<file path="config.mk">
export PLATFORM = sky130hd
export DESIGN_NAME = multicycle_state_sequencer
export DESIGN_NICKNAME = d
export VERILOG_FILES = /design/src/rtl/multicycle_state_sequencer.sv
export SDC_FILE = /design/constraint.sdc
export NUM_CORES = 1
export LEC_CHECK = 0
export BUFFER_PORTS_ARGS = -buffer_cell sky130_fd_sc_hd__buf_2
export CAP_MARGIN = 30
export CORE_ASPECT_RATIO = 0.7
export CORE_MARGIN = 1.5
export CORE_UTILIZATION = 40
export CTS_BUF_LIST = sky130_fd_sc_hd__clkbuf_2 sky130_fd_sc_hd__clkbuf_4 sky130_fd_sc_hd__clkbuf_8
export CTS_CLUSTER_DIAMETER = 40
export DETAILED_ROUTE_END_ITERATION = 8
export GPL_ROUTABILITY_DRIVEN = 0
export PLACE_DENSITY = 0.67
export REMOVE_ABC_BUFFERS = 1
export SLEW_MARGIN = 40
export SYNTH_ARGS = -nofsm -noshare
export SYNTH_HDL_FRONTEND = slang
export SYNTH_SLANG_ARGS = --single-unit
</file>
<file path="constraint.sdc">
create_clock -name clk -period 2.6 [get_ports clk]
set_clock_uncertainty 0.2 [all_clocks]
set_input_delay 0.13 -clock clk [delete_from_list [all_inputs] [get_ports clk]]
set_output_delay 0.13 -clock clk [all_outputs]
set_load 0.01 [all_outputs]
</file>
<file path="src/rtl/multicycle_state_sequencer.sv">
// Control FSM for the multi-cycle CPU: fetch strobes, per-opcode state walk,
// retire/illegal pulses and performance counters.
module multicycle_state_sequencer #(
    parameter int unsigned COUNT_W = 32
) (
    input  logic               clk,
    input  logic               rst_n,
    input  logic               en,
    input  logic [31:0]        instruction,
    input  logic               mem_ready,
    output logic [2:0]         state,
    output logic               fetch_ir_we,
    output logic               fetch_pc_we,
    output logic               retire,
    output logic               illegal,
    output logic [COUNT_W-1:0] instr_count,
    output logic [COUNT_W-1:0] cycle_count
);

    typedef enum logic [2:0] {
        ST_ID   = 3'd0,
        ST_IF   = 3'd1,
        ST_EXEC = 3'd2,
        ST_MEM  = 3'd3,
        ST_WB   = 3'd4
    } state_e;

    typedef enum logic [2:0] {
        C_LW, C_SW, C_J, C_JAL, C_BR, C_ALU, C_JR, C_ILL
    } class_e;

    state_e             state_q, state_d;
    class_e             cls;
    logic [COUNT_W-1:0] instr_q, cycle_q;
    logic               fetch_s, retire_s, illegal_s;
    logic               run;

    logic [5:0] opcode, funct;
    assign opcode = instruction[31:26];
    assign funct  = instruction[5:0];

    always_comb begin
        cls = C_ILL;
        case (opcode)
            6'b100011: cls = C_LW;
            6'b101011: cls = C_SW;
            6'b000010: cls = C_J;
            6'b000011: cls = C_JAL;
            6'b000100,
            6'b000101: cls = C_BR;
            6'b001000,
            6'b001110: cls = C_ALU;
            6'b000000: begin
                case (funct)
                    6'b100000, 6'b100010, 6'b101010: cls = C_ALU;
                    6'b001000:                       cls = C_JR;
                    default:                         cls = C_ILL;
                endcase
            end
            default: cls = C_ILL;
        endcase
    end

    // Instruction class is re-decoded in every post-fetch state; a class that
    // has no business in the current state falls back to IF without retiring.
    always_comb begin
        state_d   = state_q;
        fetch_s   = 1'b0;
        retire_s  = 1'b0;
        illegal_s = 1'b0;
        case (state_q)
            ST_IF: begin
                if (mem_ready) begin
                    fetch_s = 1'b1;
                    state_d = ST_ID;
                end
            end
            ST_ID: begin
                if (cls == C_ILL) begin
                    illegal_s = 1'b1;
                    state_d   = ST_IF;
                end else if (cls == C_J) begin
                    retire_s = 1'b1;
                    state_d  = ST_IF;
                end else begin
                    state_d = ST_EXEC;
                end
            end
            ST_EXEC: begin
                case (cls)
                    C_LW, C_SW, C_JAL, C_BR: state_d = ST_MEM;
                    C_ALU:                   state_d = ST_WB;
                    C_JR: begin
                        retire_s = 1'b1;
                        state_d  = ST_IF;
                    end
                    default:                 state_d = ST_IF;
                endcase
            end
            ST_MEM: begin
                case (cls)
                    C_LW: if (mem_ready) state_d = ST_WB;
                    C_SW: begin
                        if (mem_ready) begin
                            retire_s = 1'b1;
                            state_d  = ST_IF;
                        end
                    end
                    C_JAL: begin
                        retire_s = 1'b1;
                        state_d  = ST_IF;
                    end
                    C_BR:    state_d = ST_WB;
                    default: state_d = ST_IF;
                endcase
            end
            ST_WB: begin
                retire_s = 1'b1;
                state_d  = ST_IF;
            end
            default: state_d = ST_IF;
        endcase
    end

    // Strobes must also stay low while reset is held, even with mem_ready high.
    assign run         = en & rst_n;
    assign fetch_ir_we = run & fetch_s;
    assign fetch_pc_we = run & fetch_s;
    assign retire      = run & retire_s;
    assign illegal     = run & illegal_s;

    always_ff @(posedge clk or negedge rst_n) begin
        if (!rst_n) begin
            state_q <= ST_IF;
            instr_q <= '0;
            cycle_q <= '0;
        end else if (en) begin
            state_q <= state_d;
            cycle_q <= cycle_q + COUNT_W'(1);
            if (retire_s) begin
                instr_q <= instr_q + COUNT_W'(1);
            end
        end
    end

    assign state       = state_q;
    assign instr_count = instr_q;
    assign cycle_count = cycle_q;

endmodule

</file>
Word level (Yosys, flattened, before mapping):

Index checks and enable logic that the tools add are counted.

* add/sub/neg operators: 2
* muxes and demuxes: 19
* eq/ne operators: 26
* reductions and logical operators: 9
* bitwise gates (word level): 4

Operator list (count)
* $add 32x1->32 const B: 2
* $eq 6x6->1 const B: 5
* $pmux 3 s7: 1
* $eq 6x4->1 const B: 3
* $eq 3x3->1 const B: 5
* $eq 3x2->1 const B: 4
* $eq 6x2->1 const B: 2
* $eq 6x3->1 const B: 2
* $pmux 3 s4: 1
* $mux 3: 3
* $pmux 3 s3: 1
* $mux 1: 7
* $eq 3x1->1 const B: 2
* $logic_not 3->1: 2
* $logic_not 6->1: 1
* $ne 3x3->1 const B: 2
* $pmux 3 s2: 1
* $and 1x1->1: 4
* $mux 2: 2
* $pmux 1 s4: 1
* $pmux 2 s2: 1
* $reduce_and 4->1: 1
* $reduce_or 2->1: 2
* $reduce_or 4->1: 1
* other kinds (4): 4

* word-level logic and storage cells: 63
* input bits: 36
* register bits: 67
* output and inout bits: 71

Longest topological paths before layout:

* depth after elaboration: 9
* depth in mapped cells: 9
* depth with buffers taken out: 7

Worst setup path after synthesis:

No wires, ideal clock.

* path type: input port to flip-flop
* start: input instruction[0]
* end: register instr_q[17], in the netlist instr_count[17]
* cell stages on the path: 8
* required time: 2.320 ns
* arrival: 2.235 ns
* setup slack: 0.085 ns
* buffers on the path: 1
* cell sequence: or3_1 > o311ai_1 > o211ai_1 > or2_1 > o311a_1 > buf_2 > nor4_2 > xnor2_1

* cells in the longest elaborated chain, start to end: 9
* elaborated cells on any way between the ends: 18

Ends and longest elaborated chain
* start, declared: line 9 `input logic [31:0] instruction,`
* $eq 6x6->1: line 54 `case (funct)`
* $reduce_or 3->1: line 54
* $pmux 2 s2 (*): line 54
* $pmux 3 s7 (*): line 44 `case (opcode)`
* $eq 3x2->1: line 82 `end else if (cls == C_J) begin`
* $mux 1: line 82
* $mux 1: line 79 `if (cls == C_ILL) begin`
* $pmux 1 s4 (*): line 71 `case (state_q)`
* $reduce_and 2->1 (no line) (*)
* end signal, assigned: line 141 `instr_q <= instr_q + COUNT_W'(1);`
* end, declared: line 34 `logic [COUNT_W-1:0] instr_q, cycle_q;`

Mark *: on every way between the ends. The rest lies on a longest branch, timed or not.
A chain may end at the register's enable or synchronous reset.

Final worst setup path:

* start: input instruction[0]
* end: output retire

* cells in the longest elaborated chain, start to end: 9
* elaborated cells on any way between the ends: 18

Ends and longest elaborated chain
* $eq 6x6->1: line 54
* $reduce_or 3->1: line 54
* $pmux 2 s2 (*): line 54
* $pmux 3 s7 (*): line 44
* $eq 3x2->1: line 82
* $mux 1: line 82
* $mux 1: line 79
* $pmux 1 s4 (*): line 71
* $and 1x1->1 (*): line 129 `assign retire = run & retire_s;`
* end, declared: line 14 `output logic retire,`

Marks and branches as above.

==> qor.yml <==
rsz0062_at_grt: "no"
dr.first_iter.drc_count: 177
die_w_um: 113
grt_max_degree: 41
ant_nets: 0
synth.largest_area_cell: "dfrtp_1"
synthMostInstantiatedCell: "dfrtp_1"
hp-class: "in -> reg"
grtUsageMet2: 0.269
synth-async-reset-ratio: 1.00
n_fill_cell: 767
rr_startpoint: "instr_count[11]$_DFFE_PN0P_"
wl_per_cell_um: 13.9
clockBufferDepth: 2
yosys_warnings: 0
critical-path-max-stage-delay_ps: 390
start_kind: "input port"
clkTransAtPathRegs_ps: 60
fp-row-count: 27
syn_area_per_cell_sq_um: 10.5
drv_slew: 0
leakage_nw: 2.16
synth_common_cells: "dfrtp_1 (66), xor2_1 (35), nand2_1 (33)"
cp_max_fo: 30
diodes: 0
cp_cell_sequence: "buf_2 -> or3_1 -> o311ai_1 -> o211ai_1 -> or2_1 -> o311a_1 -> buf_12 -> nor2b_1 -> buf_2"
preCtsSetupSlack_ps: -98.9
met1_usage: 0.237
clk_root_buffer_cell: "clkbuf_8"
grt_usage: 0.177
areaGrowthSynthToFinish_pct: 25.1
vias: 2765
nNetsFinal: 466
period_share: 0.928
fin_total_pwr_mw: 2.29
dieArea_sq_mm: 0.00897
violations: "DRC"
synth.area.top_cells: "dfrtp_1 (49%), xor2_1 (9.1%), xnor2_1 (7.6%)"
vdd_drop_max_mv: 0.267
instances_no_fill: 532
cp.required_ps: 2270
place_inst: 514
dpl.hpwl_mm: 5.36
worst_slack_ps: 187
antenna_found_initial: 0
pin_count: 107
tightest_slew_ps: 539
grt_most_used_layer: "met2"
holdPathEnd: "state[1]$_DFFE_PN0P_"
grt_pass1_vias: 2630
ys_seq_area_frac: 0.499
critPathKind: "in -> out"
fmax_ghz: 0.414
drc: 6
final_hold_viol_count: 0
synth-seq-cells: 67
ys.flop_type: "dfrtp_1"
chipHeight_um: 79.7
finalSetupViolCount: 0
met3_usage: 0.0638
yosys.area.top_type_share: 0.492
wirelength_mm: 7.40
worst_path_most_repeated_cell: "buf_2"
dr.pass1.iters: 7
cts.sinks: 67
synthCells: 320
r2r_cells: 8
tritoncts: "yes"
synth_edf_count: 0
cts_setup_buffers: 0
cpMaxStageDelayCell: "o311a_1"
cp-end-kind: "output pin"
grt_pass1_wl_mm: 12.4
status: "finished with violations"
fin_crit_ps: 2410
regToRegSetupSlack_ps: 240
cts_resized: 0
portBuffers: 86
min_from: "instruction[26]"
htree_levels: 3
initial_core_util: 0.420
p_per_area_mw_per_mm2: 545
cts_buffers: 9
synthesis.area_sq_mm: 0.00336
core-area_sq_mm: 0.00801
slew_headroom: 0.637
vias_per_cell: 5.20
cp-startpoint: "instruction[0]"
r2r_end: "instr_count[31]$_DFFE_PN0P_"
layout-drive-gt1-share: 0.299
synth_cell_type_count: 45
clkLatencyLatePin_ps: 340
critPathArrivalTime_ps: 2080
min_path_cells: 4
grt_overflow: 0
maxCapViolations: 0
worst max path at each step:
stage,cells past startpoint,end
after CTS,9,retire
final,9,retire
after floorplan,7,instr_count[7]$_DFFE_PN0P_
after global placement,9,instr_count[31]$_DFFE_PN0P_
after global routing,9,retire
after detailed placement,9,instr_count[31]$_DFFE_PN0P_
cells by family (layout without fill, tap and decap cells):
family          count (synthesis)  in the layout  synth area share
mux                             2              2           0.00670
xor+xnor                       64             64             0.167
flops                          67             67             0.499
fa+ha+maj                       2              2           0.00745
simple gates                  148            148             0.251
compound gates                 20             20            0.0447
buf+inv                        17            128            0.0235
where the power goes:
| group | switching [mW] | total, mW | internal (mW) |
|---|---|---|---|
| registers | 0.0889 | 1.20 | 1.11 |
| logic | 0.178 | 0.337 | 0.159 |
| clock network | 0.371 | 0.753 | 0.382 |
| total | 0.638 | 2.29 | 1.65 |
per-layer routing:
layer | vias to the layer above | wire, um
li1 | 1336 | -
met1 | 1354 | 3560
met2 | 68 | 3320
met3 | 7 | 460
met4 | 0 | 52
met5 | - | 0
final cells by class:
type | count | area (sq um) | share of cell area
clock buffer | 11 | 151 | 0.0360
tap | 101 | 126 | 0.0301
clock inverter | 3 | 15.0 | 0.00357
timing repair buffer | 105 | 596 | 0.142
inverter | 9 | 33.8 | 0.00804
multi-input combinational | 236 | 1600 | 0.381
sequential | 67 | 1680 | 0.399
through the flow:
stage | hold WS [ps] | util | setup TNS, ps | instance area [sq um]
6_report | 186 | 0.525 | 0 | 4200
5_1_grt | 230 | 0.525 | 0 | 4200
4_1_cts | 164 | 0.525 | 0 | 4200
3_5_place_dp | 33.4 | 0.499 | -160 | 4000
3_3_place_gp | 39.3 | 0.499 | -74.3 | 4000
2_1_floorplan | -366 | - | -2980 | 3310
critical path: cells and delay by family:
kind / cells / cell delay [ps]
AND/OR/NAND/NOR: 3 / 730
buffers and inverters: 3 / 420
AO/OA/AOI/OAI: 3 / 800
sequential cells by signal (all words and copies together), names as in the netlist:
register,cells
instr_count,32
state,3
cycle_count,32
cell usage in the layout, fill, tap and decap left out, types with 2 or more instances in the layout:
| master | instances |
|---|---|
| buf_2 | 86 |
| o21ai_0 | 4 |
| and4_1 | 3 |
| nand2b_1 | 2 |
| xor2_1 | 35 |
| buf_4 | 14 |
| nor4_2 | 11 |
| dlygate4sd3_1 | 4 |
| dfrtp_1 | 66 |
| nand4_1 | 14 |
| and2_1 | 3 |
| a21oi_1 | 3 |
| o311ai_1 | 2 |
| nor3_1 | 16 |
| nor2b_1 | 2 |
| inv_1 | 9 |
| or3_1 | 3 |
| nor3b_1 | 5 |
| clkbuf_8 | 11 |
| nor4b_1 | 2 |
| nor2_1 | 21 |
| nand3_1 | 17 |
| or2_1 | 2 |
| xnor2_1 | 29 |
| nand2_1 | 33 |
| and3_1 | 9 |
| clkinv_2 | 3 |
| o221ai_1 | 2 |
| ha_1 | 2 |
| o311a_1 | 2 |
timing repair:
item	in CTS	in global routing
hold buffers	4	0
setup endpoints to repair	0	0
endpoints found under the hold margin	74	0
Note: power is estimated with default switching activity, not from simulation.
